--- config.mk ---
export PLATFORM = sky130hd
export DESIGN_NAME = cafe_brew_sequencer
export DESIGN_NICKNAME = d
export VERILOG_FILES = /design/src/rtl/cafe_pkg.sv /design/src/rtl/cafe_brew_timer.sv /design/src/rtl/cafe_brew_sequencer.sv
export SDC_FILE = /design/constraint.sdc
export NUM_CORES = 1
export LEC_CHECK = 0
export CELL_PAD_IN_SITES_DETAIL_PLACEMENT = 1
export CELL_PAD_IN_SITES_GLOBAL_PLACEMENT = 2
export CORE_MARGIN = 4
export CORE_UTILIZATION = 29
export CTS_CLUSTER_SIZE = 12
export DETAILED_ROUTE_END_ITERATION = 12
export PLACE_DENSITY = 0.77
export SYNTH_ARGS = -nofsm -noshare
export SYNTH_HDL_FRONTEND = slang
export SYNTH_HIERARCHICAL = 1
export SYNTH_SLANG_ARGS = --single-unit
--- constraint.sdc ---
create_clock -name clk -period 3 [get_ports clk]
set_input_delay 0.45 -clock clk [delete_from_list [all_inputs] [get_ports clk]]
set_output_delay 0.45 -clock clk [all_outputs]
set_load 0.01 [all_outputs]
--- src/rtl/cafe_pkg.sv ---
// Shared encodings for the brew sequencer: FSM states, fault codes, drink codes.
package cafe_pkg;

    typedef enum logic [2:0] {
        IDLE,
        CHECK,
        GRIND,
        HEAT,
        POUR,
        DONE,
        FAULT
    } state_t;

    localparam logic [1:0] ERR_NONE = 2'b00;
    localparam logic [1:0] ERR_AGUA = 2'b01;
    localparam logic [1:0] ERR_CAFE = 2'b10;
    localparam logic [1:0] ERR_TEMP = 2'b11;

    localparam logic BEB_CAFE = 1'b0;
    localparam logic BEB_AGUA = 1'b1;

endpackage

--- src/rtl/cafe_brew_timer.sv ---
// Phase timer: counts while enabled, clears on request, flags when count equals limit.
module cafe_brew_timer #(
    parameter int CNT_W = 6
) (
    input  logic             clk,
    input  logic             rst,
    input  logic             clr,
    input  logic             en,
    input  logic [CNT_W-1:0] limit,
    output logic             hit
);

    logic [CNT_W-1:0] cnt;

    // Clear has priority so every phase starts counting from zero.
    always_ff @(posedge clk) begin
        if (!rst) begin
            cnt <= '0;
        end else if (clr) begin
            cnt <= '0;
        end else if (en) begin
            cnt <= cnt + 1'b1;
        end
    end

    assign hit = (cnt == limit);

endmodule

--- src/rtl/cafe_brew_sequencer.sv ---
// Brew sequencer: check -> grind (coffee only) -> heat -> pour, with latched fault codes.
module cafe_brew_sequencer
    import cafe_pkg::*;
#(
    parameter int GRIND_CYC    = 8,
    parameter int HEAT_TIMEOUT = 32,
    parameter int POUR_CAFE    = 16,
    parameter int POUR_AGUA    = 12,
    parameter int CNT_W        = 6
) (
    input  logic       clk,
    input  logic       rst,
    input  logic       start,
    input  logic       drink,
    input  logic       ha,
    input  logic       hc,
    input  logic       temp_ok,
    input  logic       clr_err,
    output logic       busy,
    output logic       done,
    output logic       err,
    output logic [1:0] err_code,
    output logic       grind,
    output logic       heat,
    output logic       pump
);

    state_t           state;
    state_t           state_n;
    logic [1:0]       code_n;
    logic             drink_q;
    logic             tmr_en;
    logic             tmr_clr;
    logic             tmr_hit;
    logic [CNT_W-1:0] tmr_limit;

    // Terminal count for the phase currently running.
    always_comb begin
        tmr_limit = '0;
        case (state)
            GRIND:   tmr_limit = CNT_W'(GRIND_CYC - 1);
            HEAT:    tmr_limit = CNT_W'(HEAT_TIMEOUT - 1);
            POUR:    tmr_limit = (drink_q == BEB_AGUA) ? CNT_W'(POUR_AGUA - 1)
                                                       : CNT_W'(POUR_CAFE - 1);
            default: tmr_limit = '0;
        endcase
    end

    // Counter restarts on every state change and runs only in timed phases.
    assign tmr_clr = (state_n != state);
    assign tmr_en  = (state == GRIND) || (state == HEAT) || (state == POUR);

    cafe_brew_timer #(.CNT_W(CNT_W)) u_timer (
        .clk   (clk),
        .rst   (rst),
        .clr   (tmr_clr),
        .en    (tmr_en),
        .limit (tmr_limit),
        .hit   (tmr_hit)
    );

    // Next state and fault code; water loss outranks coffee loss outranks timeout.
    always_comb begin
        state_n = state;
        code_n  = err_code;
        case (state)
            IDLE: begin
                if (start) state_n = CHECK;
            end
            CHECK: begin
                if (!ha) begin
                    state_n = FAULT; code_n = ERR_AGUA;
                end else if (drink_q == BEB_CAFE && !hc) begin
                    state_n = FAULT; code_n = ERR_CAFE;
                end else if (drink_q == BEB_CAFE) begin
                    state_n = GRIND;
                end else begin
                    state_n = HEAT;
                end
            end
            GRIND: begin
                if (!ha) begin
                    state_n = FAULT; code_n = ERR_AGUA;
                end else if (!hc) begin
                    state_n = FAULT; code_n = ERR_CAFE;
                end else if (tmr_hit) begin
                    state_n = HEAT;
                end
            end
            HEAT: begin
                if (!ha) begin
                    state_n = FAULT; code_n = ERR_AGUA;
                end else if (temp_ok) begin
                    state_n = POUR;
                end else if (tmr_hit) begin
                    state_n = FAULT; code_n = ERR_TEMP;
                end
            end
            POUR: begin
                if (!ha) begin
                    state_n = FAULT; code_n = ERR_AGUA;
                end else if (tmr_hit) begin
                    state_n = DONE;
                end
            end
            DONE: begin
                state_n = IDLE;
            end
            FAULT: begin
                if (clr_err) begin
                    state_n = IDLE; code_n = ERR_NONE;
                end
            end
            default: begin
                state_n = IDLE; code_n = ERR_NONE;
            end
        endcase
    end

    // State, fault code and drink selection registers.
    always_ff @(posedge clk) begin
        if (!rst) begin
            state    <= IDLE;
            err_code <= ERR_NONE;
            drink_q  <= BEB_CAFE;
        end else begin
            state    <= state_n;
            err_code <= code_n;
            if (state == IDLE && start) drink_q <= drink;
        end
    end

    // Moore output decode from the registered state only.
    always_comb begin
        busy  = 1'b0;
        done  = 1'b0;
        err   = 1'b0;
        grind = 1'b0;
        heat  = 1'b0;
        pump  = 1'b0;
        case (state)
            CHECK: busy = 1'b1;
            GRIND: begin busy = 1'b1; grind = 1'b1; end
            HEAT:  begin busy = 1'b1; heat = 1'b1; end
            POUR:  begin busy = 1'b1; heat = 1'b1; pump = 1'b1; end
            DONE:  done = 1'b1;
            FAULT: err = 1'b1;
            default: ;
        endcase
    end

endmodule

# After elaboration in Yosys (flattened, before gate mapping)
# Cells that the tools add are included.
# classes
add_sub_neg	1
n_eq_ne	14
n_reduce_logical	11
n_mux	32
n_bitwise	3
# op_table
op	n
3-bit 2-to-1 mux	13
2-bit 2-to-1 mux	9
3-bit one-hot mux with 6 select lines	1
5-bit one-hot mux with 3 select lines	1
3-bit != test, second input constant	4
2-bit one-hot mux with 6 select lines	1
3-bit == test, second input constant	3
1-bit 2-to-1 mux	7
7-bit AND reduction	1
6-bit by 1-bit adder with 6-bit output, second input constant	1
3-bit by 2-bit == test with 1-bit output, second input constant	2
6-bit by 5-bit == test with 1-bit output	1
2-bit OR reduction	3
2-bit != test, second input constant	2
4-bit OR reduction	1
3-bit by 1-bit == test with 1-bit output, second input constant	1
3-bit zero test	1
3-bit != test	1
1-bit inverter	3
1-bit logical AND	2
1-bit logical OR	2
1-bit zero test	1
# word_totals
out_inout_bits	8
inputBits	8
wordCells	65
reg_bits	12

# Depth between registers and ports, before layout
# depth
word_depth	9
ltp_mapped	15
mapped_depth_nobuf	13

# By module
# The synthesis kept the hierarchy.
# by_module_without_submodules
module	area_each_um2	cells_per_inst	seq_area_each_um2	n_inst
cafe_brew_sequencer	610.6	88	120.1	1
cafe_brew_timer	309.0	33	120.1	1

# Worst setup path before layout
# Ideal clock, no wire load.
# synth_timing
kind	reg2reg
start	register state[1]
end	register err_code[1]
n_path_buf	2
setup_time_ns	0.058
arrival_ns	2.578
synth_period_minus_slack_ns	2.636
stages_incl_launch_ff	13
t_required_ns	2.942
slack_ns	0.364
cell_sequence	dfxtp_1 clkbuf_1 buf_2 nand2_1 o21ai_0 xnor2_1 nand4_1 nor3_1 and2_1 o31ai_1 a221o_1 nor4b_2 a31o_1
# synth_via
elab_chain_cells	5
# synth_rtl
element	line	source
start: declaration	cafe_brew_sequencer.sv:28	state_t state;
start signal: assignment	cafe_brew_sequencer.sv:127	state <= state_n;
3-bit == test or 3-bit by 2-bit == test with 1-bit output (tied branches)	cafe_brew_sequencer.sv:40	case (state)
5-bit one-hot mux with 3 select lines (*)	cafe_brew_sequencer.sv:40	
net tmr_limit[3]	cafe_brew_sequencer.sv:35	logic [CNT_W-1:0] tmr_limit;
6-bit by 5-bit == test with 1-bit output (*)	cafe_brew_timer.sv:26	assign hit = (cnt == limit);
net tmr_hit	cafe_brew_sequencer.sv:34	logic tmr_hit;
3-bit != test (no line) (*)	--	
7-bit AND reduction (no line) (*)	--	
end signal: assignment	cafe_brew_sequencer.sv:128	err_code <= code_n;
end: declaration	cafe_brew_sequencer.sv:22	output logic [1:0] err_code,
# The timed path passes the listed nets; every way through them passes the cells marked *.
# A chain may end at the register's enable or synchronous reset.

# Worst setup path in the final report
# layout_timing
start	register state[1]
end	register u_timer.cnt[1]
# layout_via
elab_chain_cells	9
# layout_rtl
element	line	source
3-bit == test or 3-bit by 2-bit == test with 1-bit output (tied branches)	cafe_brew_sequencer.sv:40	
5-bit one-hot mux with 3 select lines (*)	cafe_brew_sequencer.sv:40	
net tmr_limit[3]	cafe_brew_sequencer.sv:35	
6-bit by 5-bit == test with 1-bit output (*)	cafe_brew_timer.sv:26	
net tmr_hit	cafe_brew_sequencer.sv:34	
3-bit 2-to-1 mux (on tied branches)	cafe_brew_sequencer.sv:95, cafe_brew_sequencer.sv:86	
3-bit 2-to-1 mux (on tied branches)	cafe_brew_sequencer.sv:93, cafe_brew_sequencer.sv:84	
3-bit 2-to-1 mux (on tied branches)	cafe_brew_sequencer.sv:91, cafe_brew_sequencer.sv:82	
3-bit one-hot mux with 6 select lines (*)	cafe_brew_sequencer.sv:66	case (state)
3-bit != test (*)	cafe_brew_sequencer.sv:50	assign tmr_clr = (state_n != state);
net tmr_clr	cafe_brew_sequencer.sv:33	logic tmr_clr;
2-bit OR reduction (no line) (*)	--	
end signal: assignment	cafe_brew_timer.sv:22	cnt <= cnt + 1'b1;
end: declaration	cafe_brew_timer.sv:13	logic [CNT_W-1:0] cnt;
# Marked as above.

==> run metrics <==
outcome completed; remaining routing DRC violations 0; total power density per cell area 983 mW/mm2; Hold Path Depth 2; count of nets left with antenna violations after detail routing 0; global-route wire length before repair 4500 um; tightest hold margin 489 ps; net count after synthesis 130; number of DRC markers in iteration 0 43; number of enable-type register cells in the synthesized netlist 0; Mean Syn Cell Area 7.60 um2; worst-path maximum fanout 17; fin crit period 2650 ps; number of cells on the worst reg-to-reg path 13; number of buffers between clock root and the deepest sink 2; total clock sinks 12; post-synth design cell area 920 um2; top cells by area in the synthesized netlist dfxtp_1 (26%), nor2_1 (6.5%), nand2_1 (6.1%), xnor2_1 (5.7%), xor2_1 (4.8%); Syn. warnings 6; routed via count divided by cell count 5.09; antenna violations before repair 0; top achievable clock speed 0.378 GHz; count of state elements after synthesis 12; worst-skew pair later-pin latency 280 ps; max-cap viol count 0; antenna diode count 0; cell count after placement 177; clock buffers created by TritonCTS 3; quantity of gates resized following cts 0; 1st-pass router iterations 4; total routed wirelength 2670 um; share of synthesized area occupied by flip-flops and latches 26.1%; highest-count cells in the layout ignoring fill and taps nand2_1 (15), nor2_1 (15), clkdlybuf4s50_1 (15); H-Tree Depth 1; horizontal die dimension 64.3 um; vias in the first global route 989; number of distinct standard cells referenced by the synthesized netlist 41; area growth from synthesis to layout 25.4%; total count of max-transition violations in the final report 0; total leakage power 0.445 nW; final critical-path share of the clock period 88.2%; detailed placer's ending HPWL 2090 um; cell type with the highest aggregate area in the netlist dfxtp_1; required arrival time at the worst endpoint 3200 ps; routed via count 916; top_reg_cell synth dfxtp_1; Clock transition at path regs 80 ps; type of destination of the critical path flip-flop; start-to-end type of the worst setup path flip-flop to flip-flop; routed wirelength normalized by instance count 14.8 um; share of layout cells above drive strength 1 9.56%; Post-CTS Repair Setup Buffers 0; worst hold path type flip-flop to flip-flop; total count of hold-check failures in the final report 0; Worst Path Arrival 2850 ps; Filler Cells Inserted 390; final net count 147; Post-Route Setup TNS 0 ps; Die Span Y 64.3 um; Max rail drop VDD 0.000565 V; full die area 0.00414 mm2; startpoint type of the worst setup path flip-flop; unrepaired setup endpoints after global routing false; fraction of registers with async set or reset after synthesis 0%; count of endpoints failing setup in the final report 0; TritonCTS clock tree built; Initial Util 30.1%; largest net degree at the start of global routing 19; global placement routability congestion 0.827; total of hold buffers inserted after clock tree synthesis 0; Top Ports 16; final std cells w/o fill 180; cell count after synthesis 121; placement row count 20; Remaining Overflow, GRT 0; top-area cell type share of the netlist area 26.1%; count of input and output buffers 15; Root Buffer clkbuf_4; gr usage total 13.8%; worst clock skew 7.83 ps; Core ar. 0.00305 mm2
[path summary, 6_finish.rpt]
| path | startpoint | to | slack, ps |
|---|---|---|---|
| max | state[1] | u_timer/cnt[1] | 350 |
| min | err_code[0] | err_code[0] | 490 |
| max reg2reg | state[1] | u_timer/cnt[1] | 350 |
| min reg2reg | err_code[0] | err_code[0] | 490 |
[final cells by class]
| type | instances | area, um2 | share of cell area (%) |
|---|---|---|---|
| inverter | 4 | 15.0 | 1.30 |
| timing repair buffer | 19 | 184 | 15.9 |
| tap | 44 | 55.1 | 4.77 |
| sequential | 12 | 240 | 20.8 |
| multi-input combinational | 98 | 637 | 55.2 |
| clock buffer | 3 | 22.5 | 1.95 |
[Yosys cell counts (all sizes together), types with 2 or more instances]
cell and count:
nand3 2, a21oi 6, o21ai 5, nand4 3, xnor2 6, mux2i 3, nor2b 4, a211oi 2
o31ai 3, and3b 2, xor2 5, inv 4, nand2b 5, nor3b 2, a32oi 2, nand2 15
dfxtp 12, clkbuf 2, nor2 16, buf 5
[state kept, by name (all words and copies together), names as in the netlist]
signal and cells:
drink_q 1, err_code 2, state 3, u_timer/cnt 6
[cells by family after synthesis]
group	after synthesis	share of synthesized area, %
compound gates	27	20.4
xor+xnor	11	10.5
fa+ha+maj	1	1.36
buf+inv	11	6.12
flops	12	26.1
mux	3	3.27
other cells	1	0.408
simple gates	55	31.8
[per-stage QoR]
step / utilization (%) / setup slack (ps) / power [mW] / cell area (um2)
3_5_place_dp: 36.5 / 74.4 / 1.01 / 1110
3_3_place_gp: 36.5 / 143 / 1.00 / 1110
2_1_floorplan: - / 364 / 0.769 / 920
5_1_grt: 37.8 / 19.6 / 1.23 / 1150
4_1_cts: 37.2 / 40.2 / 1.12 / 1140
6_report: 37.8 / 353 / 1.13 / 1150
[power by group]
part | internal, mW | leakage [nW] | switching, mW
clock | 0.0465 | 0.0138 | 0.0548
sequential | 0.194 | 0.0976 | 0.0347
combinational | 0.358 | 0.333 | 0.446
[critical path, cell delays in order, from the launching register on]
cell and delay (ps):
dfxtp_1 390, buf_6 190, nand2_1 140, o21ai_0 220, xnor2_1 140, nand4_1 150, nor3_4 220, nor3b_1 90
o211ai_1 220, nand2_1 80, o32ai_1 220, a32oi_1 80, nand2b_1 260, nor2_1 160
[layer usage]
metal	up-vias	GRT usage [%]	share of wire, %
met1	443	15.6	45
met5	-	0	0
met4	0	4.22	1.3
met3	4	4.04	2.8
li1	457	-	-
met2	12	24.7	51
(Power assumes the default switching activity.)
